==> src/rtl/gpio_ctrl_n_pkg.sv <==
// Shared register offsets, bus handshake state encoding and byte-lane helper for gpio_ctrl_n.
package gpio_ctrl_n_pkg;

  // Word offsets, decoded from addr_i[4:2]
  localparam logic [2:0] GPIO_DIR     = 3'd0;
  localparam logic [2:0] GPIO_OUT     = 3'd1;
  localparam logic [2:0] GPIO_IN      = 3'd2;
  localparam logic [2:0] GPIO_RISE_IE = 3'd3;
  localparam logic [2:0] GPIO_FALL_IE = 3'd4;
  localparam logic [2:0] GPIO_IP      = 3'd5;
  localparam logic [2:0] GPIO_OUT_SET = 3'd6;
  localparam logic [2:0] GPIO_OUT_CLR = 3'd7;

  typedef enum logic {
    IDLE = 1'b0,
    RESP = 1'b1
  } bus_state_e;

  function automatic logic [31:0] lane_mask(input logic [3:0] sel);
    lane_mask = {{8{sel[3]}}, {8{sel[2]}}, {8{sel[1]}}, {8{sel[0]}}};
  endfunction

endpackage

==> src/rtl/gpio_pin_filter.sv <==
// Per-pin input conditioning: SYNC_STAGES-deep synchroniser, then an optional
// debounce filter enabled by defining GPIO_DEBOUNCE_EN.
module gpio_pin_filter
  import gpio_ctrl_n_pkg::*;
#(
  parameter int unsigned SYNC_STAGES     = 2,
  parameter int unsigned DEBOUNCE_CYCLES = 1000
) (
  input  logic clk,
  input  logic rst,
  input  logic io_i,
  output logic filt_o
);

  logic [SYNC_STAGES-1:0] sync_q;

  always_ff @(posedge clk) begin
    if (rst) sync_q <= '0;
    else     sync_q <= {sync_q[SYNC_STAGES-2:0], io_i};
  end

`ifdef GPIO_DEBOUNCE_EN
  localparam int unsigned CNT_W = $clog2(DEBOUNCE_CYCLES + 1);

  logic [CNT_W-1:0] cnt_q, cnt_d;
  logic             filt_q, filt_d;
  logic [CNT_W-1:0] cnt_inc;

  assign cnt_inc = cnt_q + 1'b1;

  // Any return to the filtered level restarts the stability count.
  always_comb begin
    cnt_d  = '0;
    filt_d = filt_q;
    if (sync_q[SYNC_STAGES-1] != filt_q) begin
      if (cnt_inc == CNT_W'(DEBOUNCE_CYCLES)) filt_d = sync_q[SYNC_STAGES-1];
      else                                    cnt_d  = cnt_inc;
    end
  end

  always_ff @(posedge clk) begin
    if (rst) begin
      cnt_q  <= '0;
      filt_q <= 1'b0;
    end else begin
      cnt_q  <= cnt_d;
      filt_q <= filt_d;
    end
  end

  assign filt_o = filt_q;
`else
  localparam int unsigned unused_debounce_cycles = DEBOUNCE_CYCLES;

  assign filt_o = sync_q[SYNC_STAGES-1];
`endif

endmodule

==> src/rtl/gpio_ctrl_n.sv <==
// Parametrised GPIO slave on the RIB bus: direction/output registers, filtered inputs,
// edge interrupts with W1C pending bits. Optional debounce via GPIO_DEBOUNCE_EN.
module gpio_ctrl_n
  import gpio_ctrl_n_pkg::*;
#(
  parameter int unsigned NUM_IO          = 16,
  parameter int unsigned SYNC_STAGES     = 2,
  parameter int unsigned DEBOUNCE_CYCLES = 1000
) (
  input  logic              clk,
  input  logic              rst,
  input  logic [31:0]       addr_i,
  input  logic [31:0]       data_i,
  input  logic [3:0]        sel_i,
  input  logic              we_i,
  input  logic              req_valid_i,
  output logic              req_ready_o,
  output logic              rsp_valid_o,
  input  logic              rsp_ready_i,
  output logic [31:0]       data_o,
  input  logic [NUM_IO-1:0] io_i,
  output logic [NUM_IO-1:0] io_o,
  output logic [NUM_IO-1:0] io_oe_o,
  output logic              int_o
);

  bus_state_e state_q, state_d;

  logic [NUM_IO-1:0] dir_q, dir_d, out_q, out_d;
  logic [NUM_IO-1:0] rise_ie_q, rise_ie_d, fall_ie_q, fall_ie_d;
  logic [NUM_IO-1:0] ip_q, ip_d, ip_clr, edge_set;
  logic [NUM_IO-1:0] in_q, in_filt;
  logic [NUM_IO-1:0] wmask_n, wbits;
  logic [31:0]       wmask32, rd_data, data_q;
  logic              int_q, accept, wr;

  genvar gi;
  generate
    for (gi = 0; gi < NUM_IO; gi++) begin : g_pin
      gpio_pin_filter #(
        .SYNC_STAGES    (SYNC_STAGES),
        .DEBOUNCE_CYCLES(DEBOUNCE_CYCLES)
      ) u_filter (
        .clk   (clk),
        .rst   (rst),
        .io_i  (io_i[gi]),
        .filt_o(in_filt[gi])
      );
    end
  endgenerate

  // Upper address bits and data/lane bits above NUM_IO are architecturally ignored.
  logic unused_bus;
  assign unused_bus = ^{addr_i[31:5], addr_i[1:0], data_i, wmask32};

  assign wmask32 = lane_mask(sel_i);
  assign wmask_n = wmask32[NUM_IO-1:0];
  assign wbits   = data_i[NUM_IO-1:0] & wmask_n;
  assign accept  = req_valid_i & req_ready_o;
  assign wr      = accept & we_i;

  always_comb begin
    state_d     = state_q;
    req_ready_o = 1'b0;
    rsp_valid_o = 1'b0;
    case (state_q)
      IDLE: begin
        req_ready_o = 1'b1;
        if (req_valid_i) state_d = RESP;
      end
      RESP: begin
        rsp_valid_o = 1'b1;
        if (rsp_ready_i) state_d = IDLE;
      end
      default: state_d = IDLE;
    endcase
  end

  always_comb begin
    dir_d     = dir_q;
    out_d     = out_q;
    rise_ie_d = rise_ie_q;
    fall_ie_d = fall_ie_q;
    ip_clr    = '0;
    if (wr) begin
      case (addr_i[4:2])
        GPIO_DIR:     dir_d     = (dir_q & ~wmask_n) | wbits;
        GPIO_OUT:     out_d     = (out_q & ~wmask_n) | wbits;
        GPIO_RISE_IE: rise_ie_d = (rise_ie_q & ~wmask_n) | wbits;
        GPIO_FALL_IE: fall_ie_d = (fall_ie_q & ~wmask_n) | wbits;
        GPIO_IP:      ip_clr    = wbits;
        GPIO_OUT_SET: out_d     = out_q | wbits;
        GPIO_OUT_CLR: out_d     = out_q & ~wbits;
        default: ;
      endcase
    end
    // New edges are OR'd in after the clear so a same-cycle edge wins.
    edge_set = (in_filt & ~in_q & rise_ie_q) | (~in_filt & in_q & fall_ie_q);
    ip_d     = (ip_q & ~ip_clr) | edge_set;
  end

  always_comb begin
    rd_data = '0;
    case (addr_i[4:2])
      GPIO_DIR:     rd_data = 32'(dir_q);
      GPIO_OUT:     rd_data = 32'(out_q);
      GPIO_IN:      rd_data = 32'(in_filt);
      GPIO_RISE_IE: rd_data = 32'(rise_ie_q);
      GPIO_FALL_IE: rd_data = 32'(fall_ie_q);
      GPIO_IP:      rd_data = 32'(ip_q);
      default:      rd_data = '0;
    endcase
  end

  always_ff @(posedge clk) begin
    if (rst) begin
      state_q   <= IDLE;
      dir_q     <= '0;
      out_q     <= '0;
      rise_ie_q <= '0;
      fall_ie_q <= '0;
      ip_q      <= '0;
      in_q      <= '0;
      int_q     <= 1'b0;
      data_q    <= '0;
    end else begin
      state_q   <= state_d;
      dir_q     <= dir_d;
      out_q     <= out_d;
      rise_ie_q <= rise_ie_d;
      fall_ie_q <= fall_ie_d;
      ip_q      <= ip_d;
      in_q      <= in_filt;
      int_q     <= |ip_q;
      if (accept) data_q <= rd_data;
    end
  end

  assign io_o    = out_q;
  assign io_oe_o = dir_q;
  assign int_o   = int_q;
  assign data_o  = data_q;

endmodule

==> config.mk <==
export PLATFORM = sky130hd
export DESIGN_NAME = gpio_ctrl_n
export DESIGN_NICKNAME = d
export VERILOG_FILES = /design/src/rtl/gpio_ctrl_n_pkg.sv /design/src/rtl/gpio_pin_filter.sv /design/src/rtl/gpio_ctrl_n.sv
export SDC_FILE = /design/constraint.sdc
export NUM_CORES = 1
export LEC_CHECK = 0
export ABC_CLOCK_PERIOD_IN_PS = 1600
export CELL_PAD_IN_SITES_DETAIL_PLACEMENT = 2
export CELL_PAD_IN_SITES_GLOBAL_PLACEMENT = 2
export CORE_MARGIN = 10
export CORE_UTILIZATION = 30
export DETAILED_ROUTE_END_ITERATION = 10
export GPL_ROUTABILITY_DRIVEN = 0
export PLACE_DENSITY_LB_ADDON = 0.1
export SETUP_SLACK_MARGIN = 0.1
export SLEW_MARGIN = 25
export SYNTH_ARGS = -nofsm -noshare
export SYNTH_HDL_FRONTEND = slang
export SYNTH_SLANG_ARGS = --single-unit
==> constraint.sdc <==
create_clock -name clk -period 1.6 [get_ports clk]
set_input_delay 0.32 -clock clk [delete_from_list [all_inputs] [get_ports clk]]
set_output_delay 0.32 -clock clk [all_outputs]
set_load 0.02 [all_outputs]
==> flow_results.xml <==
<?xml version="1.0" encoding="UTF-8"?>
<metrics>
  <group name="run_status">
    <metric name="run_status" unit="">completed</metric>
  </group>
  <group name="layout">
    <metric name="area_growth_syn_to_fin" unit="%">36.7</metric>
    <metric name="drive_gt1_frac" unit="">0.238</metric>
    <metric name="layout.cells.non_filler" unit="">1093</metric>
    <metric name="antenna_diode_count" unit="">0</metric>
    <metric name="fin_nets" unit="">899</metric>
    <metric name="num-fill-cells" unit="">2220</metric>
    <metric name="final_util" unit="">0.422</metric>
  </group>
  <group name="yosys">
    <metric name="dominant_combinational_cell_family_by_area_after_synthesis" unit="">compound AO/OA/AOI/OAI gates</metric>
    <metric name="synth.mux.area_fraction" unit="">0.0750</metric>
    <metric name="netlist_top_cells_count" unit="">dfxtp_1, o21ai_0, nor2b_1, a21oi_1, nand3_1</metric>
    <metric name="synth-compound-area-share" unit="">0.210</metric>
    <metric name="yosys_warnings" unit="">0</metric>
    <metric name="yosys.area_share.xor_xnor" unit="">0</metric>
    <metric name="sequential_area_share_after_synthesis" unit="">0.464</metric>
    <metric name="top_count_cell_post_synth" unit="">dfxtp_1</metric>
    <metric name="synth_cell_type_count" unit="">45</metric>
    <metric name="synth.top_cells.by_area" unit="">dfxtp_1, mux2_2, nor2b_1, o21ai_0, nand3b_1</metric>
    <metric name="synth.top_cell.area_share" unit="">0.464</metric>
    <metric name="synth_seq_cells" unit="">146</metric>
    <metric name="syn_area" unit="mm²">0.00630</metric>
    <metric name="synth_cells" unit="">666</metric>
    <metric name="post_synthesis_share_of_cell_area_spent_on_full_adders_half_adders_and_majority_gates" unit="">0</metric>
    <metric name="ys_async_sr_fraction" unit="">0</metric>
    <metric name="synthSimpleGateAreaFrac" unit="">0.182</metric>
    <metric name="syn_avg_cell_area" unit="µm²">9.46</metric>
    <metric name="top_ff_cell_synth" unit="">dfxtp_1</metric>
    <metric name="synth_edf_count" unit="">0</metric>
    <metric name="synthDominantAreaCellType" unit="">dfxtp_1</metric>
  </group>
  <group name="setup_path">
    <metric name="worst_r2r_path_depth" unit="">4</metric>
    <metric name="rrSetupSlack" unit="ns">0.21</metric>
    <metric name="crit_fanout" unit="">10</metric>
    <metric name="cp_max_stage_cell" unit="">dfxtp_4</metric>
    <metric name="critPathMaxStageDelay" unit="ns">0.41</metric>
    <metric name="timing.rr.start" unit="">state_q</metric>
    <metric name="crit_end_element" unit="">output port</metric>
    <metric name="setup.worst_path.start_class" unit="">register</metric>
    <metric name="worstPathBufferInverterCount" unit="">1</metric>
    <metric name="timing.critical_path.cells" unit="">clkdlybuf4s15_1</metric>
    <metric name="crit_required" unit="ns">1.28</metric>
    <metric name="crit_family" unit="">flip-flops</metric>
    <metric name="cp.arrival" unit="ns">1.17</metric>
    <metric name="reg2reg_end" unit="">io_o[15]</metric>
    <metric name="worst_setup_path_type" unit="">register to output port</metric>
  </group>
  <group name="grt">
    <metric name="grt_usage" unit="">0.200</metric>
    <metric name="first_pass_grt_wire_length" unit="mm">40.8</metric>
    <metric name="vias_in_the_first_global_route" unit="">6460</metric>
    <metric name="grt_remaining_overflow" unit="">0</metric>
    <metric name="grt_start_max_net_pins" unit="">63</metric>
    <metric name="antenna_found_initial" unit="">0</metric>
  </group>
  <group name="drt">
    <metric name="drt-wirelength-per-cell" unit="µm">24.7</metric>
    <metric name="drt_first_pass_iters" unit="">5</metric>
    <metric name="vias" unit="">5946</metric>
    <metric name="drt_iter0_drc" unit="">471</metric>
    <metric name="post-route-drc-count" unit="">0</metric>
    <metric name="postRouteWirelength" unit="mm">27.0</metric>
    <metric name="drtAntennaViolNets" unit="">0</metric>
    <metric name="post_drt_via_cell_ratio" unit="">5.44</metric>
  </group>
  <group name="timing">
    <metric name="rsz0062_at_grt" unit="">true</metric>
    <metric name="max_clock_freq" unit="MHz">672</metric>
    <metric name="worst_slack" unit="ns">0.112</metric>
    <metric name="timing.final.setup_violations" unit="">0</metric>
    <metric name="finalCritPeriodShare" unit="">0.930</metric>
    <metric name="fin_skew" unit="ns">0.00774</metric>
    <metric name="report.final.hold_viol_count" unit="">0</metric>
    <metric name="final_max_slew_viol_count" unit="">0</metric>
    <metric name="period_needed" unit="ns">1.49</metric>
  </group>
  <group name="floorplan">
    <metric name="die-width" unit="µm">165</metric>
    <metric name="die_area" unit="mm²">0.0272</metric>
    <metric name="coreArea" unit="mm²">0.0204</metric>
    <metric name="floorplan.initialDensity" unit="">0.309</metric>
    <metric name="fp.dieH" unit="µm">165</metric>
    <metric name="design.portCount" unit="">156</metric>
    <metric name="row_cnt" unit="">52</metric>
  </group>
  <group name="clock_tree">
    <metric name="clock_transition_at_path_regs" unit="ns">0.06</metric>
    <metric name="clk-insertion-delay-late" unit="ns">0.43</metric>
    <metric name="max-clock-path-buffers" unit="">2</metric>
    <metric name="cts_num_sinks" unit="">146</metric>
    <metric name="cts_made_buffers" unit="">17</metric>
    <metric name="cts-root-buf" unit="">clkbuf_16</metric>
    <metric name="cts_tree" unit="">yes</metric>
    <metric name="cts_htree_levels" unit="">4</metric>
  </group>
  <group name="pwr">
    <metric name="vdd_ir_max" unit="µV">658</metric>
    <metric name="power.static_leakage" unit="nW">3.24</metric>
    <metric name="cellPowerDensity" unit="mW/mm²">999</metric>
    <metric name="post_route_total_power" unit="mW">8.61</metric>
  </group>
  <group name="placement">
    <metric name="dp_wirelength" unit="mm">18.7</metric>
    <metric name="post_place_setup_slack" unit="ns">-0.559</metric>
    <metric name="post-place-cells" unit="">1054</metric>
    <metric name="port-buffer-count" unit="">92</metric>
  </group>
  <group name="worst_hold_path">
    <metric name="timing.hold.worst_endpoint" unit="">g_pin[5].u_filter.sync_q[1]</metric>
    <metric name="hold_path_class" unit="">input port to register</metric>
    <metric name="holdCritStartpoint" unit="">rst</metric>
    <metric name="timing.hold.worst_path_depth" unit="">3</metric>
  </group>
  <group name="run">
    <metric name="cap_viol_max_count" unit="">0</metric>
  </group>
</metrics>
## worst max path at each step
stage	start	to	slack, ns	cells after the start
after detailed placement	addr_i[4]	register	-0.56	5
final	state_q	rsp_valid_o	0.11	1
after global routing	state_q	rsp_valid_o	0.06	1
after CTS	state_q	rsp_valid_o	0.08	1
after global placement	addr_i[4]	register	-0.45	5
after floorplan	addr_i[2]	data_o[14]	0.21	5
## routing by layer
layer  global-route usage  vias to the layer above  share of wire  wire (µm)
li1                     -                     2711              -          -
met2                0.317                      188           0.46      12600
met1                0.262                     3015           0.44      12000
met3               0.0456                       32          0.074       2010
met4               0.0660                        0          0.019        500
met5                    0                        -              0          0
## per-stage QoR
step | setup TNS [ns] | hold WS (ns) | cell area (µm²)
after floorplan | 0 | 0.414 | 6360
after global placement | -35.10 | 0.420 | 8020
after detailed placement | -42.90 | 0.425 | 8020
after CTS | 0 | 0.380 | 8670
after global routing | 0 | 0.394 | 8620
final | 0 | 0.379 | 8620
## where the power goes
group          switching (mW)  total, mW  internal (mW)
sequential             0.0663       3.79           3.73
combinational           0.572      0.992          0.419
clock                    1.67       3.83           2.16
total                    2.31       8.61           6.31
## cells in the final DEF (no fill, tap or decap), drive strengths merged, types with 2 or more instances in the layout
master and instances:
clkdlybuf4s15 15, nand2 28, clkbuf 35, inv 7, dfxtp 146, conb 16
o21ai 63, nand3b 35, a21o 2, o31ai 32, nor2b 50, and4b 2
a22oi 15, mux2 42, nor2 5, buf 90, clkdlybuf4s50 36, nor4 4
and2b 3, a32oi 5, nor3b 2, nand3 49, and3b 2, a31oi 30
a41oi 2, dlygate4sd2 23, o22ai 16, nand4b 2, clkinv 7, a21oi 49
## kinds of logic after synthesis
kind of cell	Yosys count
muxes	42
AOI/OAI and AO/OA	217
and+or+nand+nor	186
buffers and inverters	74
DFF	146
other	1
## repair_timing
item	CTS	global route
setup endpoints to repair	140	44
buffers inserted	6	0
cloned	1	0
resized for setup	80	35
pin swaps	1	0
hold buffers	0	0
## layout make-up
cell class                 instances  area [µm²]  share of cell area
clock buffer                      19         433              0.0502
timing repair buffer             181        1730               0.200
sequential                       146        2930               0.340
tap                              270         338              0.0392
clock inverter                    13         126              0.0147
multi-input combinational        461        3060               0.355
inverter                           3        11.3             0.00131
Note: power is estimated with default switching activity, not from simulation.
